==> config.mk <==
export PLATFORM = sky130hd
export DESIGN_NAME = tile_fetch_sched
export DESIGN_NICKNAME = d
export VERILOG_FILES = /design/src/rtl/tile_fetch_sched.sv
export SDC_FILE = /design/constraint.sdc
export NUM_CORES = 1
export LEC_CHECK = 0
export CORE_AREA = 2 2 88 90
export DETAILED_ROUTE_END_ITERATION = 16
export DIE_AREA = 0 0 90 92
export PLACE_DENSITY = 0.78
export SLEW_MARGIN = 15
export SYNTH_ARGS = -nofsm -noshare
export SYNTH_HDL_FRONTEND = slang
export SYNTH_SLANG_ARGS = --single-unit
==> constraint.sdc <==
create_clock -name px_clk -period 1.65 [get_ports px_clk]
set_clock_uncertainty 0.1 [all_clocks]
set_input_delay 0.33 -clock px_clk [delete_from_list [all_inputs] [get_ports px_clk]]
set_output_delay 0.33 -clock px_clk [all_outputs]
set_load 0.02 [all_outputs]
==> src/rtl/tile_fetch_sched.sv <==
// tile_fetch_sched: owns the single-port tile-map RAM and shares it between
// the pixel pipeline and a host port. Each RAM cycle is one slot.
//
//   px_clk, reset_n          clock, async active-low reset
//   RGBStr_i / RGBStr_o      pixel stream in, same stream delayed 2 cycles
//   sprite_o                 sprite byte for the pixel currently on RGBStr_o
//   map_addr/_we/_wdata/_rdata  tile-map RAM port (1-cycle read latency)
//   host_req/_we/_addr/_wdata   host request, held until host_gnt
//   host_gnt                 pulse: request taken at the previous edge
//   host_rdata/_rvalid       read return, two edges after the request
//
// The display owns every slot in which a pixel sits on a cell boundary
// (X[3:0]==0) inside the map. Any other slot goes to the host if it asks.
module tile_fetch_sched #(
  parameter int MAP_COLS = 40,
  parameter int MAP_ROWS = 30,
  parameter int MAP_AW   = 11
) (
  input  logic              px_clk,
  input  logic              reset_n,
  input  logic [25:0]       RGBStr_i,
  output logic [25:0]       RGBStr_o,
  output logic [7:0]        sprite_o,
  output logic [MAP_AW-1:0] map_addr,
  output logic              map_we,
  output logic [7:0]        map_wdata,
  input  logic [7:0]        map_rdata,
  input  logic              host_req,
  input  logic              host_we,
  input  logic [MAP_AW-1:0] host_addr,
  input  logic [7:0]        host_wdata,
  output logic              host_gnt,
  output logic [7:0]        host_rdata,
  output logic              host_rvalid
);
  typedef enum logic [1:0] {IDLE, DISP, HOST_RD, HOST_WR} slot_e;

  // Stage 0 decode: X = RGBStr_i[22:13], Y = RGBStr_i[12:3], visible = [0]
  logic [5:0]        tx, ty;
  logic              in_map, fetch;
  logic [MAP_AW-1:0] disp_addr;

  assign tx        = RGBStr_i[22:17];
  assign ty        = RGBStr_i[12:7];
  assign in_map    = RGBStr_i[0] && (32'(tx) < MAP_COLS) && (32'(ty) < MAP_ROWS);
  assign fetch     = in_map && (RGBStr_i[16:13] == 4'd0);
  assign disp_addr = MAP_AW'(32'(ty) * MAP_COLS + 32'(tx));

  // Slot FSM: slot_q describes the RAM access issued in the current cycle
  slot_e slot_q;

  always_ff @(posedge px_clk or negedge reset_n) begin
    if (!reset_n) begin
      slot_q    <= IDLE;
      map_addr  <= '0;
      map_we    <= 1'b0;
      map_wdata <= '0;
      host_gnt  <= 1'b0;
    end else begin
      map_we   <= 1'b0;
      host_gnt <= 1'b0;
      if (fetch) begin
        slot_q   <= DISP;
        map_addr <= disp_addr;
      end else if (host_req) begin
        slot_q    <= host_we ? HOST_WR : HOST_RD;
        map_addr  <= host_addr;
        map_we    <= host_we;
        map_wdata <= host_wdata;
        host_gnt  <= 1'b1;
      end else begin
        // map_addr deliberately holds to avoid needless address toggling
        slot_q <= IDLE;
      end
    end
  end

  // Stage 2: the RAM answers for slot2_q in this cycle
  slot_e       slot2_q;
  logic [25:0] rgb1_q, rgb2_q;
  logic        show1_q, show2_q;
  logic [7:0]  hold_q;

  always_ff @(posedge px_clk or negedge reset_n) begin
    if (!reset_n) begin
      slot2_q <= IDLE;
      rgb1_q  <= '0;
      rgb2_q  <= '0;
      show1_q <= 1'b0;
      show2_q <= 1'b0;
      hold_q  <= '0;
    end else begin
      slot2_q <= slot_q;
      rgb1_q  <= RGBStr_i;
      rgb2_q  <= rgb1_q;
      show1_q <= in_map;
      show2_q <= show1_q;
      // hold serves the remaining pixels of the cell just fetched
      if (slot2_q == DISP) hold_q <= map_rdata;
    end
  end

  assign RGBStr_o    = rgb2_q;
  // The first pixel of a cell takes the RAM data directly (bypass)
  assign sprite_o    = (slot2_q == DISP) ? map_rdata :
                       show2_q           ? hold_q    : 8'h00;
  assign host_rvalid = (slot2_q == HOST_RD);
  assign host_rdata  = host_rvalid ? map_rdata : 8'h00;

endmodule

---- Yosys cells after proc, flatten, opt, wreduce, memory -nomap -nowiden ----
Index checks and enable logic that the tools add are counted.
storage, ports and cells
  bits in registers ....................... 87
  input bits .............................. 57
  output and inout port bits .............. 64
  logic and storage cells ................. 36
cells by class
  bitwise operators ....................... 1
  eq/ne operators ......................... 2
  add/sub/neg operators ................... 1
  multipliers ............................. 1
  muxes and demuxes ....................... 12
  magnitude comparators ................... 2
  reductions and logical operators ........ 6
operator list
  operator                                            count
  2-to-1 mux 8 bit                                    3
  2-to-1 mux 11 bit                                   2
  adder 11 x 6 -> 11 bit                              1
  multiplier 6 x 3 -> 8 bit, second input constant    1
  < comparator 6 x 5 -> 1 bit, second input constant  1
  < comparator 6 bit, second input constant           1
  2-to-1 mux 1 bit                                    5
  zero test 4 bit                                     1
  2-to-1 mux 2 bit                                    2
  logical AND 1 bit                                   3
  == test 2 x 1 -> 1 bit, second input constant       1
  == test 2 bit, second input constant                1
  AND reduction 2 bit                                 1
  nonzero test 2 bit                                  1
  NOT 1 bit                                           1

---- Depth between registers and ports, before layout ----
  word-level depth ........................ 6
  mapped depth ............................ 8
  depth with buffers taken out ............ 8

---- Worst setup path before layout ----
OpenSTA, ideal clock, no wires.
  path type ............................... input to register
  start point ............................. input RGBStr_i[8]
  end point ............................... register map_addr[10]
  path buffers ............................ 0
  required time ........................... 1.414 ns
  setup slack ............................. -0.509 ns
  stages on the path ...................... 8
  setup time .............................. 0.136 ns
  arrival time ............................ 1.924 ns
  path through ............................ ha_1 ha_1 fa_1 xor2_1 nand3_1 nor4_2 xnor2_1 o21ai_0
between the ends
  word-level cells in the longest chain between the ends .. 4
ends and longest elaborated chain
  item                                                            RTL line  text
  from (decl)                                                     21        input logic [25:0] RGBStr_i,
  branches (longest 4 deep; another with adder 11 x 6 -> 11 bit)  -
  to (signal assigned)                                            64        map_addr <= disp_addr;
  to (signal assigned)                                            67        map_addr <= host_addr;
  to (decl)                                                       24        output logic [MAP_AW-1:0] map_addr,
Several ways; the timed one is not identified.
A chain may end at the register's enable or synchronous reset.

---- Worst setup path after layout ----
  start point ............................. register slot2_q[0]
  end point ............................... output sprite_o[6]
between the ends
  word-level cells in the longest chain between the ends .. 2
ends and longest elaborated chain
  item                    RTL line  text
  from (decl)             79        slot_e slot2_q;
  from (signal assigned)  93        slot2_q <= slot_q;
  == test 2 x 1 -> 1 bit  105       assign sprite_o = (slot2_q == DISP) ? map_rdata :
  2-to-1 mux 8 bit        105
  to (decl)               23        output logic [7:0] sprite_o,
No other way between the ends.

==> impl_metrics.ini <==
[clock_tree]
cts_made_buffers = 9
cts_sinks = 86
tritoncts = yes
clock_path_buffers = 2
clk_latency_ns = 0.34
cts.clk_slew.worst_paths_ns = 0.09
clock_tree.htree_level_count = 3
cts_root_buf = clkbuf_8

[global_route]
grt_pass1_vias = 2303
antenna_found_initial = 0
grt_pass1_wl_mm = 11.8
grt_start_max_net_pins = 38
grt_overflow_total = 0
grt_use_total_pct = 18.3

[route]
dr_wl_met2_mm = 3.53
drt_pass1_iterations = 4
wl_mm = 7.25
drc = 0
num_vias = 2183
vias_per_cell = 4.63
highest_layer = met4
drt-initial-drc-count = 71
wire_per_inst_um = 15.4
ant_nets = 0
wl_met3_um = 476
drt-met1-wl_mm = 3.14

[floorplan]
die_y_um = 92
die_w_um = 90
start_util_pct = 42.7
row_count = 32
fp.coreArea_um2 = 7450
dieArea_um2 = 8280
ios = 121

[setup_path]
cp_max_fo = 8
rr_worst_depth = 4
crit_arrival_ns = 1.41
criticalPathCategory = reg2out
r2r_setup_slack_ns = 0.25
worstSetupStartpointType = flop
worstSetupEndpointType = output port
crit_required_ns = 1.22

[logic_synthesis]
synth_top_area_share_pct = 67.7
synth-simple-area-share_pct = 7.28
muxShareOfSynthArea_pct = 10.2
synth-edff-count = 0
syn_avg_cell_area_um2 = 15.2
synth_top_area_cell = dfrtp_1
synth_compound_gate_area_share_pct = 5.59
ys_types = 30
synth.area.top_cells = dfrtp_1, ha_1, mux2_2
postSynthCellCount = 209
ys.warnings.count = 0
synthFlopType = dfrtp_1
syn_nets = 279
synth_fa_ha_area_share_pct = 5.59
yosysMostFrequentCell = dfrtp_1
synth_xor_area_share_pct = 2.20
async_reset_ff_share_pct = 100
synthTopCellsByCount = dfrtp_1, a21oi_1, ha_1, mux2_2, nor2_1
seq_area_frac_synth_pct = 67.7
synthesis.area_um2 = 3180
ys_seq_elements = 86
synth_top_family_by_area = multiplexers

[sta]
setup_slack_ns = -0.192
fmax_mhz = 543
grt_setup_unrepaired = yes
setup_viol = 20
slew_headroom_pct = 77.9
period_share_pct = 112
min_period_ns = 1.84
maxSlewViolCount = 0
final_hold_viol_count = 0
tightest_slew_ns = 0.332

[hold_path]
hp-class = in2reg
min_path_cells = 1

[finish]
drive_gt1_share_pct = 33.2
antennaDiodeCount = 0
area_growth_pct = 59.8
nets = 435
multi_input_area_um2 = 1190
nFillCells = 560
stdcell_area_um2 = 5080
seq_area_um2 = 2150

[power]
max-vdd-ir-drop_mv = 0.483
cellPowerDensity_nw_per_um2 = 961
p_leak_nw = 2.38
total_power_mw = 4.88

[status]
status = finished with violations
violations = setup timing

[flow_run]
drv_cap = 0

[placement]
hpwl_mm = 5.30
postPlaceCellArea_um2 = 4770
io_buffer_count = 120
routabilityCongestion = 0.793
post-place-ws_ns = -0.969
## placed cells by master (no fill, tap or decap), types with 2 or more instances in the layout
master           Yosys  layout
a21o_1               3       3
inv_6                0       2
clkdlybuf4s50_1      0      44
buf_6                1      16
nor4_4               1       2
ha_1                11       4
a21oi_1             13      10
mux2_2              11      11
xnor2_2              0       2
mux2i_1              8       8
ha_4                 0       6
buf_4                0      27
buf_12               0       2
dlygate4sd2_1        0      51
xnor2_1              6       4
nor2b_4              0       2
buf_2                3       8
o21ai_1              1       3
fa_2                 0       2
and2_4               1       5
nand4_1              2       2
dfrtp_1             86      86
nand2_4              1       2
mux2_4               8       8
and2_1               8       5
nor2_1               9       8
a21oi_2              0       2
clkbuf_8             0      10
a22o_1               8       8
nand2_1              7       5
## final timing paths
check	startpoint	end
worst min register to register	rgb1_q[10]	RGBStr_o[10]
worst max register to register	slot2_q[1]	hold_q[4]
max in group asynchronous	reset_n	map_wdata[2]
min in group asynchronous	reset_n	rgb1_q[3]
worst min-delay path	RGBStr_i[22]	rgb1_q[22]
worst max-delay path	slot2_q[0]	sprite_o[6]
## worst max-delay path: stages (launching register included)
cell and delay, ns:
dfrtp_1 0.38, nor2b_4 0.15, nor2b_4 0.22, a22o_1 0.20, buf_6 0.13
## kinds of logic after synthesis
| family | Yosys count |
|---|---|
| xor+xnor | 8 |
| mux | 27 |
| flops | 86 |
| compound gates | 28 |
| fa+ha+maj | 13 |
| buf+inv | 9 |
| simple gates | 38 |
## metrics by stage
| stage | TNS (ns) | hold slack [ns] | cells | utilization, % |
|---|---|---|---|---|
| 2_1_floorplan | -0.840 | -0.0656 | 209 | - |
| 3_3_place_gp | -16.66 | 0.153 | 451 | 64.1 |
| 3_5_place_dp | -17.71 | 0.160 | 451 | 64.1 |
| 4_1_cts | -2.61 | 0.117 | 472 | 67.2 |
| 5_1_grt | -3.66 | 0.0920 | 472 | 68.2 |
| 6_report | -2.46 | 0.113 | 472 | 68.2 |
## per-layer routing
metal / vias to the layer above / GRT usage, %
li1: 1029 / -
met1: 1049 / 23.5
met2: 94 / 29.4
met3: 11 / 6.00
met4: 0 / 6.28
met5: - / 0
## power by group
part	internal, mW	switching [mW]	leakage [nW]
combinational	0.564	0.504	1.27
sequential	2.27	0.0676	1.01
clock	0.751	0.726	0.103
## state kept, by name, summed over array words and instances (netlist names)
name,flops
RGBStr_o,26
hold_q,8
host_gnt,1
map_addr,11
map_wdata,8
map_we,1
rgb1_q,26
show1_q,1
show2_q,1
slot2_q,2
slot_q,1
## timing repair
action                     in CTS  in global routing
pin swaps                      24                 18
hold endpoints to repair       21                  0
cloned                          2                  0
gates resized for setup       189                 17
hold buffers                    1                  0
buffers inserted                4                  0
setup endpoints to repair      84                 23
## area by class of cell
cell class	count	share of cell area, %
clock inverters	6	1.36
clock buffers	10	2.71
flip-flops and latches	86	42.4
multi-input cells	115	23.5
inverters	1	0.0739
well taps	102	2.51
repair buffers	152	27.5
(Power assumes the default switching activity.)
